--- src/rtl/warp_controller.sv ---
// Per-warp sequencer: owns the warp PC, fetches instructions and steps each one
// through decode, operand request, optional LSU wait, execute and write-back.

`ifndef DATA_WIDTH
`define DATA_WIDTH 32
`endif

package warp_pkg;
  typedef enum logic [2:0] {
    WARP_IDLE,
    WARP_FETCH,
    WARP_DECODE,
    WARP_REQUEST,
    WARP_WAIT,
    WARP_EXECUTE,
    WARP_UPDATE,
    WARP_DONE
  } warp_state_t;
endpackage

module warp_controller
  import warp_pkg::*;
#(
  parameter int PC_WIDTH   = 8,
  parameter int DATA_WIDTH = `DATA_WIDTH
) (
  input  logic                  clk,
  input  logic                  reset,
  input  logic                  enable,
  input  logic                  start,
  input  logic [PC_WIDTH-1:0]   start_pc,
  output logic                  fetch_req_valid,
  output logic [PC_WIDTH-1:0]   fetch_req_addr,
  input  logic                  fetch_resp_valid,
  input  logic [DATA_WIDTH-1:0] fetch_resp_instr,
  output logic [DATA_WIDTH-1:0] instruction,
  input  logic                  decoded_is_mem,
  input  logic                  decoded_is_halt,
  input  logic                  branch_taken,
  input  logic [PC_WIDTH-1:0]   branch_target,
  output logic                  lsu_req_valid,
  input  logic                  lsu_done,
  output warp_state_t           warp_state,
  output logic [PC_WIDTH-1:0]   pc,
  output logic                  done,
  output logic [DATA_WIDTH-1:0] retired_count
);

  warp_state_t           state_q, state_d;
  logic [PC_WIDTH-1:0]   pc_q, pc_d;
  logic [DATA_WIDTH-1:0] instr_q, instr_d;
  logic [DATA_WIDTH-1:0] retired_q, retired_d;
  logic                  done_q, done_d;

  // With enable low nothing advances and no request is issued, so every
  // handshake input is ignored and the current state simply resumes later.
  always_comb begin
    // NOTE: every output of this block gets a default first so no path can infer a latch.
    state_d         = state_q;
    pc_d            = pc_q;
    instr_d         = instr_q;
    retired_d       = retired_q;
    done_d          = done_q;
    fetch_req_valid = 1'b0;
    lsu_req_valid   = 1'b0;

    if (enable) begin
      unique case (state_q)
        WARP_IDLE, WARP_DONE: begin
          if (start) begin
            state_d   = WARP_FETCH;
            pc_d      = start_pc;
            retired_d = '0;
            done_d    = 1'b0;
          end
        end
        WARP_FETCH: begin
          fetch_req_valid = 1'b1;
          if (fetch_resp_valid) begin
            instr_d = fetch_resp_instr;
            state_d = WARP_DECODE;
          end
        end
        WARP_DECODE: state_d = WARP_REQUEST;
        WARP_REQUEST: begin
          // REQUEST is left on the same cycle, so the LSU launch is a single pulse.
          if (decoded_is_mem) begin
            lsu_req_valid = 1'b1;
            state_d       = WARP_WAIT;
          end else begin
            state_d = WARP_EXECUTE;
          end
        end
        WARP_WAIT: begin
          if (lsu_done) state_d = WARP_EXECUTE;
        end
        WARP_EXECUTE: state_d = WARP_UPDATE;
        WARP_UPDATE: begin
          retired_d = retired_q + 1'b1;
          if (decoded_is_halt) begin
            state_d = WARP_DONE;
            done_d  = 1'b1;
          end else if (branch_taken) begin
            pc_d    = branch_target;
            state_d = WARP_FETCH;
          end else begin
            pc_d    = pc_q + 1'b1;
            state_d = WARP_FETCH;
          end
        end
        default: state_d = WARP_IDLE;
      endcase
    end
  end

  always_ff @(posedge clk) begin
    // NOTE: reset is synchronous and active-low; it is only seen on a clock edge.
    if (!reset) begin
      state_q   <= WARP_IDLE;
      pc_q      <= '0;
      instr_q   <= '0;
      retired_q <= '0;
      done_q    <= 1'b0;
    end else begin
      // NOTE: state registers use non-blocking assignments so all update together.
      state_q   <= state_d;
      pc_q      <= pc_d;
      instr_q   <= instr_d;
      retired_q <= retired_d;
      done_q    <= done_d;
    end
  end

  assign warp_state     = state_q;
  assign pc             = pc_q;
  assign fetch_req_addr = pc_q;
  assign instruction    = instr_q;
  assign retired_count  = retired_q;
  assign done           = done_q;

endmodule

--- config.mk ---
export PLATFORM = sky130hd
export DESIGN_NAME = warp_controller
export DESIGN_NICKNAME = d
export VERILOG_FILES = /design/src/rtl/warp_controller.sv
export SDC_FILE = /design/constraint.sdc
export NUM_CORES = 1
export LEC_CHECK = 0
export ABC_AREA = 1
export CORE_MARGIN = 5
export CORE_UTILIZATION = 45
export DETAILED_ROUTE_END_ITERATION = 10
export PLACE_DENSITY = 0.81
export RECOVER_POWER = 100
export SYNTH_ARGS = -nofsm -noshare
export SYNTH_HDL_FRONTEND = slang
export SYNTH_SLANG_ARGS = --single-unit
--- constraint.sdc ---
create_clock -name clk -period 1.77 [get_ports clk]
set_clock_uncertainty 0.05 [all_clocks]
set_input_delay 0.531 -clock clk [delete_from_list [all_inputs] [get_ports clk]]
set_output_delay 0.531 -clock clk [all_outputs]
set_load 0.005 [all_outputs]
==> results of run 1 <==
## area by class of cell
class	instances	area, µm²	area share, %
Timing Repair Buffer	221	1950	31.3
Tap cell	108	135	2.17
Sequential cell	76	1610	25.9
Multi-Input combinational cell	427	2110	33.8
Inverter	53	211	3.40
Clock buffer	9	124	1.99
Clock inverter	7	87.6	1.41
## cells in the final DEF (no fill, tap or decap), drive strengths merged
master	instances
a211oi	1
a21oi	33
a31oi	1
buf	81
bufinv	1
clkbuf	9
clkdlybuf4s50	54
dfxtp	76
dlygate4sd2	83
dlymetal6s2s	3
ha	2
inv	59
nand2	114
nand3	35
nand3b	2
nand4	16
nor2	145
nor3	10
nor3b	1
nor4	1
o211ai	1
o21a	1
o21ai	61
o21bai	2
or2	1
## stage by stage
step                power [mW]  utilization, %   TNS [ns]  std cells  area, µm²
floorplan                 2.27               -          0        584       3930
global placement          2.65            65.5     -17.93        850       5630
detailed placement        2.67            65.5     -22.19        850       5630
CTS                       4.09            70.5    -0.0415        892       6060
global route              4.33            72.5     -0.328        901       6230
finish                    4.15            72.5  -0.000699        901       6230
## Yosys cell counts, types with 2 or more instances
cell and instances:
nand2_1 111, nand3_4 2, nand2_4 2, nor3_1 9
inv_2 4, buf_6 7, a21oi_1 33, nor2_1 138
o21bai_1 2, inv_1 47, nand3b_1 2, dfxtp_1 76
o21ai_2 2, nand4_1 16, inv_4 2, buf_4 11
nor2_2 5, nand3_2 3, o21ai_1 6, ha_1 2
nand3_1 29, o21ai_0 52, buf_2 3, clkbuf_1 7
## metal layers
layer | vias up | share of wire, %
met5 | - | 0
met4 | 0 | 3.0
met3 | 35 | 6.4
met2 | 209 | 52
met1 | 2137 | 39
li1 | 2286 | -
## repair_timing
item                       CTS  global route
gates cloned                 0             2
setup endpoints to repair  109            44
gates resized for setup    170            36
setup buffers               26             8
pin swaps                    2             8
hold buffers                 0             0
## sequential cells by signal, summed over array words and instances (netlist names)
name and count:
retired_count 32, done 1, instruction 32, warp_state 3
fetch_req_addr 8
## final timing paths
check                                                       to  cells past startpoint
worst max-delay path                           fetch_req_valid                      4
worst min-delay path            retired_count[14]$_SDFFE_PN0P_                      1
worst max register to register  retired_count[24]$_SDFFE_PN0P_                      9
worst min register to register  retired_count[14]$_SDFFE_PN0P_                      1
## power breakdown
part / internal [mW] / switching (mW)
clock network: 0.692 / 0.775
logic: 0.442 / 0.429
registers: 1.76 / 0.0448
total: 2.90 / 1.25
## kinds of logic after synthesis
| logic type | synth area share, % |
|---|---|
| fa+ha+maj | 0.637 |
| flops | 38.7 |
| compound gates | 13.6 |
| buf+inv | 10.7 |
| simple gates | 36.3 |
==> reports/results.tsv, run 1 <==
metric	value	unit
Yosys reg bits	76	
syn nets	643	
DRC	0	
Unique masters post-synth	37	
vias in the first global route	4406	
critical path startpoint	warp_state[1]$_SDFFE_PN0P_	
Iter 0 DRT Violations	261	
Required @ worst endpoint	1.19	ns
Avg WL per Cell	14.8	µm
final-report hold violation count	0	
CP Capture Type	output port	
routed via count	4667	
post-synth top area share	38.7	%
number of clock sinks	76	
Clk Latency, worst-skew pair	0.36	ns
Worst Path Arrival	1.19	ns
GP Congestion	0.920	
setup violators final	1	
Tcrit/Tclk final	100	%
Global Route met1 Usage	27.8	%
max incr delay on CP	0.38	ns
clk buf depth	2	
grt total ovfl	0	
HP Class	flip-flop to flip-flop	
Peak supply drop	0.000381	V
PnR worst setup slack	-0.000699	ns
Pwr per Cell Area	666	mW/mm²
Slew @ Worst Pin	0.470	ns
main area contributors after synthesis	dfxtp_1, nor2_1, nand2_1	
largest net degree at the start of global routing	23	
via density per instance	5.18	
H-tree Lvls	3	
number of CTS-inserted buffers	9	
critical path launch point type	flip-flop	
relative slew slack	68.4	%
leading area contributor after synthesis	dfxtp_1	
diode count	0	
Core Area	0.00859	mm²
Post-Syn Area	0.00393	mm²
first-pass GRT wire length	20400	µm
Final nets	847	
violated checks	negative setup slack	
FFs w/ async S/R, synth	0	%
fraction of layout cells with a size suffix above 1	22.4	%
Detail Placement HPWL	9210	µm
Initial Utilization	45.7	%
highest clock rate	565	MHz
antenna-violating nets left	0	
critical path peak fanout	4	
gr usage total	23.9	%
initial antenna violation count	0	
CP max stage cell	dfxtp_4	
Crit path max-delay family	flip-flops	
EDFF count, synth	0	
kind of critical path	flip-flop to output port	
First-pass DRT Iterations	7	
Ports	143	
Rows	34	
Warnings, synthesis	0	
max_cap viols	0	
die width	103	µm
synthesis-to-layout area growth	58.6	%
grt peak-use layer	met2	
met3 Use GR	4.49	%
GR Layer Usage met2	42.5	%
hold_ws	0.418	ns
CP bufs+invs	2	
DRT Wirelength	13300	µm
Synth Area per Inst	6.73	µm²
PortBufs	142	
sequential-to-total area share from yosys stat	38.7	%
clock slew at reported path FFs	0.09	ns
origin of the critical flop-to-flop path	retired_count[8]$_SDFFE_PN0P_	
die area	0.0107	mm²
minimum clock period	1.77	ns
Cells after Synth	584	
LEAKAGE	2.93	nW
critical-path cell list	inv_4 > nand2_4 > nor3_4 > buf_2	
max-slew violation count	0	
R2R Setup Slk	0.04	ns
status	finished, violations left	
Die Height	103	µm
Root Buffer Master	clkbuf_8	
Setup WS pre-CTS	-0.623	ns
worst hold path startpoint	retired_count[14]$_SDFFE_PN0P_	
Main synth FF type	dfxtp_1	
CTS tree	yes	
filler instances	670	
unrepaired setup endpoints after global routing	yes	
(Power assumes the default switching activity.)
==> inputs of run 2 (changes only) <==
--- a/config.mk
+++ b/config.mk
@@ -6,7 +6,6 @@
 export NUM_CORES = 1
 export LEC_CHECK = 0
 export ABC_AREA = 1
-export CORE_MARGIN = 5
 export CORE_UTILIZATION = 45
 export DETAILED_ROUTE_END_ITERATION = 10
 export PLACE_DENSITY = 0.81
==> reports/results.tsv, run 2 (synthesized netlist as in run 1, its figures left out) <==
metric	value	unit
Pwr per Cell Area	676	mW/mm²
antenna-violating nets left	0	
critical path launch point type	flip-flop	
Root Buffer Master	clkbuf_8	
highest clock rate	572	MHz
critical path peak fanout	4	
initial antenna violation count	0	
minimum clock period	1.75	ns
number of CTS-inserted buffers	9	
Avg WL per Cell	14.7	µm
max incr delay on CP	0.37	ns
Crit path max-delay family	buffers and inverters	
Detail Placement HPWL	8680	µm
commonest non-fill, non-tap cells in the layout	nor2_1, nand2_1, dlygate4sd2_1	
synthesis-to-layout area growth	56.8	%
DRT Wirelength	13200	µm
fraction of layout cells with a size suffix above 1	19.0	%
Clk Latency, worst-skew pair	0.37	ns
Worst Path Arrival	1.17	ns
status	completed	
Setup WS pre-CTS	-0.698	ns
H-tree Lvls	3	
Slew @ Worst Pin	0.493	ns
Tcrit/Tclk final	98.8	%
clock slew at reported path FFs	0.07	ns
final-report hold violation count	0	
relative slew slack	67.2	%
CP bufs+invs	2	
max-slew violation count	0	
Pwr Total	4.16	mW
most common cell after layout, fill and taps aside	nor2_1	
grt total ovfl	0	
PortBufs	142	
routed via count	4789	
Peak supply drop	0.000483	V
CP max stage cell	dfxtp_4	
Sw Ratio	26.9	%
First-pass DRT Iterations	5	
fin util	73.8	%
register share of total power	43.5	%
Iter 0 DRT Violations	297	
Core Area	0.00834	mm²
Comb power frac	20.9	%
hold_ws	0.425	ns
Initial Utilization	47.1	%
setup violators final	0	
CTS tree	yes	
Die Height	95.4	µm
max_cap viols	0	
GP Congestion	0.905	
largest net degree at the start of global routing	34	
LEAKAGE	2.88	nW
Ports	143	
Rows	33	
die width	95.4	µm
via density per instance	5.32	
critical-path cell list	buf_4 > dlygate4sd2_1	
DRC	0	
Pint	3.04	mW
gr usage total	28.9	%
PnR worst setup slack	0.0204	ns
kind of critical path	flip-flop to output port	
net load switching power	1.12	mW
Final nets	850	
diode count	0	
first-pass GRT wire length	20300	µm
HP Class	flip-flop to flip-flop	
final setup TNS	0	ns
number of clock sinks	76	
vias in the first global route	4456	
CP Capture Type	output port	
clk buf depth	2	
Clk network pwr share	35.6	%
Required @ worst endpoint	1.19	ns
die area	0.00910	mm²
hold_buf cts	0	
run 2: tightest hold or removal path: stages (launching register included):
cell and delay [ns]:
dfxtp_1 0.33, a21oi_1 0.04, nor2_1 0.07
run 2: power groups by stage:
stage	Combinational, mW	Sequential, mW	Clock [mW]
3_3_place_gp	0.792	1.87	0
4_1_cts	0.812	1.80	1.50
6_report	0.870	1.81	1.48
2_1_floorplan	0.398	1.87	0
5_1_grt	0.949	1.82	1.57
3_5_place_dp	0.811	1.87	0
run 2: layout make-up:
class | count | area [µm²]
Sequential cell | 76 | 1550
Multi-Input combinational cell | 427 | 2090
Tap cell | 105 | 131
Fill cell | 670 | 2180
Clock inverter | 4 | 72.6
Timing Repair inverter | 1 | 3.75
Timing Repair Buffer | 223 | 1960
Inverter | 53 | 209
Clock buffer | 12 | 145
run 2: metrics by stage:
stage | cell area (µm²) | std cells
after detailed placement | 5630 | 844
after global routing | 6160 | 901
after floorplan | 3930 | 584
after CTS | 6110 | 896
after global placement | 5630 | 844
final | 6160 | 901
run 2: worst paths after layout:
| path | cells past startpoint | from | end | slack [ns] |
|---|---|---|---|---|
| min reg2reg | 2 | done$_SDFFE_PN0P_ | done$_SDFFE_PN0P_ | 0.42 |
| min | 2 | done$_SDFFE_PN0P_ | done$_SDFFE_PN0P_ | 0.42 |
| max | 2 | warp_state[1]$_SDFFE_PN0P_ | warp_state[1] | 0.02 |
| max reg2reg | 9 | retired_count[7]$_SDFFE_PN0P_ | retired_count[19]$_SDFFE_PN0P_ | 0.04 |
run 2: layer usage:
| layer | vias up | GRT usage (%) | part of all wire (%) |
|---|---|---|---|
| met2 | 275 | 49.3 | 49 |
| met3 | 70 | 4.94 | 6.8 |
| met4 | 0 | 18.2 | 4.7 |
| met1 | 2148 | 33.6 | 39 |
| li1 | 2296 | - | - |
| met5 | - | 0 | 0 |
run 2: what timing repair did:
action,in CTS,in global routing
gates resized for setup,161,30
endpoints found under the setup margin,91,36
cloned,0,3
buffers inserted,36,3
pin swaps,4,13
==> inputs of run 3 (changes only) <==
--- a/config.mk
+++ b/config.mk
@@ -6,9 +6,10 @@
 export NUM_CORES = 1
 export LEC_CHECK = 0
 export ABC_AREA = 1
-export CORE_UTILIZATION = 45
+export CORE_UTILIZATION = 50
 export DETAILED_ROUTE_END_ITERATION = 10
-export PLACE_DENSITY = 0.81
+export DONT_BUFFER_PORTS = 1
+export GPL_ROUTABILITY_DRIVEN = 0
 export RECOVER_POWER = 100
 export SYNTH_ARGS = -nofsm -noshare
 export SYNTH_HDL_FRONTEND = slang
==> reports/results.tsv, run 3 (synthesized netlist as in run 1, its figures left out) <==
metric	value	unit
most common cell after layout, fill and taps aside	nor2_1	
Worst Path Arrival	1.15	ns
Iter 0 DRT Violations	169	
Slew @ Worst Pin	0.547	ns
final-report hold violation count	0	
CTS tree	yes	
setup violators final	0	
DRT Wirelength	9570	µm
max-slew violation count	0	
vias in the first global route	3458	
hold_ws	0.255	ns
Root Buffer Master	clkbuf_8	
number of clock sinks	76	
fin cells	707	
largest net degree at the start of global routing	45	
H-tree Lvls	3	
max incr delay on CP	0.39	ns
status	completed	
commonest non-fill, non-tap cells in the layout	nor2_1, nand2_1, dfxtp_1	
die area	0.00821	mm²
Die Height	90.6	µm
Rows	31	
critical path peak fanout	9	
Required @ worst endpoint	1.19	ns
Core Area	0.00741	mm²
die width	90.6	µm
CP Capture Type	output port	
first-pass GRT wire length	16300	µm
antenna-violating nets left	0	
grt total ovfl	0	
highest clock rate	577	MHz
LEAKAGE	1.73	nW
gr usage total	24.4	%
Cells after DPL	687	
Peak supply drop	0.000494	V
fin util	59.6	%
via density per instance	5.20	
diode count	0	
Initial Utilization	53.0	%
clk buf depth	2	
Setup WS pre-CTS	0.00639	ns
relative slew slack	63.5	%
CP max stage cell	dfxtp_4	
First-pass DRT Iterations	4	
HP Class	input pin to flip-flop	
PortBufs	0	
DRC	0	
initial antenna violation count	0	
kind of critical path	flip-flop to output port	
number of CTS-inserted buffers	9	
critical path launch point type	flip-flop	
PnR worst setup slack	0.0376	ns
unrepaired setup endpoints after global routing	yes	
routed via count	3676	
Ports	143	
synthesis-to-layout area growth	12.4	%
Detail Placement HPWL	7120	µm
Final nets	662	
fraction of layout cells with a size suffix above 1	14.1	%
Tcrit/Tclk final	97.9	%
Clk Latency, worst-skew pair	0.35	ns
max_cap viols	0	
Avg WL per Cell	13.5	µm
clock slew at reported path FFs	0.08	ns
Pwr per Cell Area	861	mW/mm²
critical-path cell list	inv_2 > nand2_1 > nor3_4	
Pwr Total	3.80	mW
minimum clock period	1.73	ns
## run 3: where the power goes
group	switching [mW]	total (mW)	internal [mW]	leakage (nW)
registers	0.0717	1.85	1.77	0.618
clock network	0.683	1.49	0.803	0.110
logic	0.287	0.469	0.182	1.00
total	1.04	3.80	2.76	1.73
## run 3: area by class of cell
| cell class | instances | area, µm² |
|---|---|---|
| Inverter | 53 | 216 |
| Timing Repair Buffer | 37 | 288 |
| Fill cell | 761 | 2990 |
| Clock buffer | 9 | 124 |
| Clock inverter | 7 | 98.8 |
| Tap cell | 99 | 124 |
| Multi-Input combinational cell | 426 | 2030 |
| Sequential cell | 76 | 1530 |
## run 3: repair_timing
action	4_1_cts	5_1_grt
pin swaps	1	7
endpoints found under the setup margin	2	18
gates resized for setup	8	19
setup buffers	3	1
hold buffers	0	0
cloned	0	0
## run 3: routing by layer
metal | GRT usage [%] | up-vias | part of all wire, %
met1 | 31.8 | 1616 | 46
met4 | 9.81 | 0 | 2.2
met2 | 36.7 | 120 | 43
met3 | 8.59 | 14 | 8.7
li1 | - | 1926 | -
met5 | 0 | - | 0
## run 3: stage by stage
stage | setup TNS, ns | cell area (µm²)
after global routing | -0.0405 | 4420
after floorplan | 0 | 3930
after detailed placement | 0 | 4090
after CTS | 0 | 4370
final | 0 | 4420
after global placement | 0 | 4090
## run 3: path summary, 6_finish.rpt
check,start,endpoint,slack (ns),cells past startpoint
worst max register to register,warp_state[0]$_SDFFE_PN0P_,retired_count[18]$_SDFFE_PN0P_,0.11,10
worst min register to register,instruction[31]$_SDFFE_PN0P_,instruction[31]$_SDFFE_PN0P_,0.46,2
worst min-delay path,reset,fetch_req_addr[3]$_SDFFE_PN0P_,0.25,2
worst max-delay path,warp_state[2]$_SDFFE_PN0P_,lsu_req_valid,0.04,3
## run 3: critical path, delay by kind of cell, from the launching register on
kind                   cells  cell delay [ns]
and+or+nand+nor            2             0.33
DFF                        1             0.39
buffers and inverters      1             0.09
